--- src/rtl/unidade_busca.sv ---
// unidade_busca: instruction fetch unit.
// Issues sequential word-aligned fetch requests over a valid/ready channel,
// buffers in-order responses in a small FIFO and presents them with their PC.
// A redirect flushes the FIFO, reloads both PCs and drops in-flight responses.
module unidade_busca #(
    parameter int          PROFUNDIDADE_FILA = 4,
    parameter int          MAX_PENDENTES     = 2,
    parameter logic [31:0] PC_INICIAL        = 32'h0000_0000
) (
    input  logic        clock,
    input  logic        reset,
    output logic        req_valido,
    input  logic        req_pronto,
    output logic [31:0] req_endereco,
    input  logic        resp_valido,
    input  logic [31:0] resp_dado,
    input  logic        desvio,
    input  logic [31:0] desvio_pc,
    output logic        instr_valido,
    input  logic        instr_pronto,
    output logic [31:0] instr_dado,
    output logic [31:0] instr_pc
);

    // Pointer width and counter width (counters must reach PROFUNDIDADE_FILA).
    localparam int PW = (PROFUNDIDADE_FILA > 1) ? $clog2(PROFUNDIDADE_FILA) : 1;
    localparam int CW = PW + 1;

    localparam logic [CW:0]   PROF_L = (CW+1)'(PROFUNDIDADE_FILA);
    localparam logic [CW-1:0] MAXP_L = CW'(MAX_PENDENTES);

    logic [31:0]   pc_busca_reg;
    logic [31:0]   pc_saida_reg;
    logic [PW-1:0] cabeca_reg;
    logic [PW-1:0] cauda_reg;
    logic [CW-1:0] contagem_reg;
    logic [CW-1:0] pendentes_reg;
    logic [CW-1:0] descartar_reg;
    logic [31:0]   fila_mem [PROFUNDIDADE_FILA];

    logic [CW:0]   ocupacao_total;
    logic          aceita;
    logic          resp_ok;
    logic          grava;
    logic          retira;
    logic [31:0]   alvo;

    // Redirect target with the byte-offset bits forced to zero.
    assign alvo = desvio_pc & 32'hFFFF_FFFC;

    // Entries already buffered plus those still in flight; reserving space for
    // every outstanding request means a response can never overflow the FIFO.
    assign ocupacao_total = {1'b0, contagem_reg} + {1'b0, pendentes_reg};

    // Request is held off during reset and in the redirect cycle, so no
    // stale-path address is ever accepted.
    assign req_valido   = !reset && !desvio
                          && (ocupacao_total < PROF_L)
                          && (pendentes_reg < MAXP_L);
    assign req_endereco = pc_busca_reg;
    assign aceita       = req_valido && req_pronto;

    // A response with nothing outstanding is spurious and is ignored.
    assign resp_ok = resp_valido && (pendentes_reg != '0);
    assign grava   = resp_ok && !desvio && (descartar_reg == '0);

    assign instr_valido = (contagem_reg != '0);
    assign instr_dado   = instr_valido ? fila_mem[cabeca_reg] : 32'h0;
    assign instr_pc     = pc_saida_reg;

    // A pop during a redirect is meaningless: the FIFO is flushed anyway.
    assign retira = instr_valido && instr_pronto && !desvio;

    // Control state: PCs, FIFO pointers and the three counters.
    always_ff @(posedge clock or posedge reset) begin
        if (reset) begin
            pc_busca_reg  <= PC_INICIAL;
            pc_saida_reg  <= PC_INICIAL;
            cabeca_reg    <= '0;
            cauda_reg     <= '0;
            contagem_reg  <= '0;
            pendentes_reg <= '0;
            descartar_reg <= '0;
        end else begin
            pendentes_reg <= pendentes_reg + CW'(aceita) - CW'(resp_ok);
            if (desvio) begin
                pc_busca_reg  <= alvo;
                pc_saida_reg  <= alvo;
                cabeca_reg    <= '0;
                cauda_reg     <= '0;
                contagem_reg  <= '0;
                // Everything still outstanding belongs to the old path; the
                // response arriving right now is dropped here directly.
                descartar_reg <= pendentes_reg - CW'(resp_ok);
            end else begin
                if (aceita) begin
                    pc_busca_reg <= pc_busca_reg + 32'd4;
                end
                if (resp_ok && (descartar_reg != '0)) begin
                    descartar_reg <= descartar_reg - 1'b1;
                end
                if (grava) begin
                    cauda_reg <= cauda_reg + 1'b1;
                end
                if (retira) begin
                    cabeca_reg   <= cabeca_reg + 1'b1;
                    pc_saida_reg <= pc_saida_reg + 32'd4;
                end
                contagem_reg <= contagem_reg + CW'(grava) - CW'(retira);
            end
        end
    end

    // FIFO storage; contents need no reset because contagem gates visibility.
    always_ff @(posedge clock) begin
        if (grava) begin
            fila_mem[cauda_reg] <= resp_dado;
        end
    end

endmodule

--- config.mk ---
export PLATFORM = sky130hd
export DESIGN_NAME = unidade_busca
export DESIGN_NICKNAME = d
export VERILOG_FILES = /design/src/rtl/unidade_busca.sv
export SDC_FILE = /design/constraint.sdc
export NUM_CORES = 1
export LEC_CHECK = 0
export CAP_MARGIN = 0
export CORE_ASPECT_RATIO = 0.5
export CORE_MARGIN = 3
export CORE_UTILIZATION = 30
export CTS_BUF_LIST = sky130_fd_sc_hd__clkbuf_4 sky130_fd_sc_hd__clkbuf_8
export DETAILED_ROUTE_END_ITERATION = 10
export GPL_TIMING_DRIVEN = 0
export REMOVE_ABC_BUFFERS = 1
export SETUP_SLACK_MARGIN = 0.4
export SLEW_MARGIN = 20
export SYNTH_ARGS = -nofsm -noshare
export SYNTH_HDL_FRONTEND = slang
export SYNTH_SLANG_ARGS = --single-unit
export TNS_END_PERCENT = 10
--- constraint.sdc ---
create_clock -name clock -period 7.2 [get_ports clock]
set_input_delay 0.72 -clock clock [delete_from_list [all_inputs] [get_ports clock]]
set_output_delay 0.72 -clock clock [all_outputs]
set_load 0.02 [all_outputs]
==> qor.txt <==
Outcome: completed
Post-CTS Resized: 0
Slew Limit Fails: 0
Crit-path slowest cell: and4_1
Initial DRC count: 386
RSZ-0062 raised after global routing: no
Synth unique cells: 50
DP Wirelength: 15900 um
Placer Congestion: 0.772
Top reg by flops: fila_mem
Async SR Flop Fraction: 36.3%
RR Endpoint: pendentes_reg[2]$_DFF_PP0_
Ports: 168
Post-synthesis cell area: 9120 um2
Post-CTS Setup Bufs: 0
Max Freq: 275 MHz
First-pass GRT wire length: 36700 um
Final Power: 3510 uW
Clock sink total: 201
Vias in the first global route: 6410
Worst min path class: in2async
Clock Latency Late Sink: 0.53 ns
Minimum clock period: 3.64 ns
GRT Util Overall: 14.6%
CP Class: reg2reg
WL per Instance: 19.1 um
DRT antenna net count: 0
Crit-path most repeated cell: ha_1
Vias: 6144
WL final: 23800 um
Pre-CTS worst setup slack: 3.14 ns
Largest net degree at the start of global routing: 63
Average size of a mapped cell: 13.8 um2
Post-synth EDFFs: 128
# hold bufs at CTS: 0
Worst EP arrival: 4.06 ns
Setup crit end: pendentes_reg[2]$_DFF_PP0_
Maximum fanout along the worst path: 29
Flip-flop count of the largest register after layout: 128
Nets: 921
Clk root buf: clkbuf_8
Finished Core Util: 40.4%
Crit-path cells: ha_1 -> nor4b_4 -> and4_1 -> inv_2 -> ha_1 -> inv_1 -> ha_1 -> inv_1 -> fa_1 -> xor2_1
Max-slew headroom: 27.5%
Chip width: 253 um
Critical Path Start Type: register
Power density cells: 295 nW/um2
Peak VDD IR: 0.000156 V
Routed vias/inst: 4.93
Worst Tran Pin Value: 1.08 ns
Final period util: 50.5%
Gate Count Post-Synth: 660
DIE HEIGHT: 129 um
Setup slack after layout: 3.56 ns
CP Launch Point: pendentes_reg[2]$_DFF_PP0_
Cts bufs inserted: 34
Worst r2r src: pendentes_reg[2]$_DFF_PP0_
CTS tree: yes
Sequential-to-total area share from yosys stat: 62.2%
H-Tree Depth: 2
Total gr overflow: 0
Worst Skew: 0.0147 ns
Layout cells sized above 1: 13.7%
CTS Buffer Depth: 3
FF-to-FF setup slack: 3.56 ns
Clock-pin slew on the worst setup and hold paths: 0.07 ns
Core area: 29500 um2
Yosys warnings: 0
Seq cells post-synth: 201
# port buffers: 161
Ys flop type: edfxtp_1
Area grow syn2layout: 30.5%
Initial Utilization: 31.0%
P_leak: 0.00415 uW
Crit end category: register
Die Area: 32700 um2
Maxcap violations: 0
CP peak stage delay: 0.81 ns
Number of placement rows: 44
CP Data Required Time: 7.62 ns
Hold Vio Cnt, Final: 0
Setup_tns: 0 ns
Final setup violation count: 0
R2R cell count: 10
DRC Markers: 0
Detailed Routing Iterations Pass 1: 5
Initial antenna violation count: 1
-- cells by family after synthesis --
| family | Yosys count | synth area share, % |
|---|---|---|
| AO/OA/AOI/OAI | 86 | 6.13 |
| buffers and inverters | 56 | 2.80 |
| adder cells (fa/ha/maj) | 19 | 2.77 |
| multiplexers | 41 | 9.00 |
| XOR/XNOR | 43 | 4.13 |
| other | 1 | 0.0411 |
| AND/OR/NAND/NOR | 213 | 13.0 |
| flip-flops | 201 | 62.2 |
-- cell type report --
| cell class | count | area (um2) |
|---|---|---|
| repair buffers | 168 | 1790 |
| inverters | 21 | 81.3 |
| diodes | 1 | 2.50 |
| multi-input cells | 406 | 3220 |
| fillers | 2772 | 17600 |
| flip-flops and latches | 201 | 5680 |
| well taps | 391 | 489 |
| clock inverters | 9 | 51.3 |
| clock buffers | 49 | 599 |
-- per-layer routing --
metal  vias to the layer above  wire (um)  global-route usage [%]
li1                       2847          -                       -
met1                      3109       9750                    17.3
met2                       135      12100                    25.7
met3                        53       1100                    3.49
met4                         0        818                    6.23
met5                         -          0                       0
-- synth_stat cells (9+ instances only) --
master	instances	area [um2]
and4_1	9	78.8
nor2_1	22	82.6
xnor2_1	26	228
and2_1	38	238
inv_1	20	75.1
mux4_2	32	721
edfxtp_1	128	3840
ha_1	17	213
o21ai_0	36	180
nand3_1	23	115
clkbuf_1	21	78.8
nand4_1	22	138
o211ai_1	11	82.6
o311ai_0	13	114
dfrtp_1	73	1830
and3_1	11	68.8
nand2_1	59	221
xor2_1	17	149
-- metrics by stage --
| stage | std cells | hold slack [ns] | area [um2] |
|---|---|---|---|
| after global routing | 1246 | 0.559 | 11900 |
| after CTS | 1245 | 0.516 | 11900 |
| after detailed placement | 1187 | 0.528 | 11200 |
| after global placement | 1180 | 0.531 | 11100 |
| final | 1246 | 0.541 | 11900 |
| after floorplan | 628 | 0.505 | 8960 |
-- power by group --
group	total, uW	internal [uW]	switching [uW]	leakage [uW]
combinational	1090	535	554	0.00178
clock	997	536	461	0.000336
sequential	1420	1320	106	0.00203
total	3510	2390	1120	0.00415
-- placed cells by master, fill, tap and decap left out, drive strengths merged, types with 3 or more instances in the layout --
master and instances:
a21boi 6, a21oi 7, a31oi 4, and2 38, and3 11, and4 9
buf 8, clkbuf 49, clkdlybuf4s50 160, clkinv 6, clkinvlp 3, conb 4
dfrtp 73, edfxtp 128, ha 17, inv 21, mux2 8, mux4 32
nand2 59, nand3 23, nand4 22, nor2 22, nor3 7, nor4 10
o211ai 11, o21ai 36, o311ai 13, or4 4, xnor2 26, xor2 17
-- critical path: cells and delay by family (launching register included) --
kind / cells / cell delay (ns)
xor+xnor: 1 / 0.17
fa+ha+maj: 4 / 1.24
buf+inv: 3 / 0.59
flops: 1 / 0.42
simple gates: 2 / 1.09
-- how the worst min path moves through the flow --
| stage | from | end | slack [ns] | cells past startpoint |
|---|---|---|---|---|
| 3_5_place_dp | descartar_reg[1]$_DFFE_PP0P_ | descartar_reg[1]$_DFFE_PP0P_ | 0.53 | 2 |
| 5_1_grt | reset | pendentes_reg[2]$_DFF_PP0_ | 0.56 | 2 |
| 3_3_place_gp | req_endereco[29]$_DFFE_PP0P_ | req_endereco[29]$_DFFE_PP0P_ | 0.53 | 1 |
| 6_report | reset | pendentes_reg[2]$_DFF_PP0_ | 0.54 | 2 |
| 2_1_floorplan | descartar_reg[1]$_DFFE_PP0P_ | descartar_reg[1]$_DFFE_PP0P_ | 0.51 | 2 |
| 4_1_cts | reset | pendentes_reg[2]$_DFF_PP0_ | 0.52 | 2 |
Note: power is estimated with default switching activity, not from simulation.
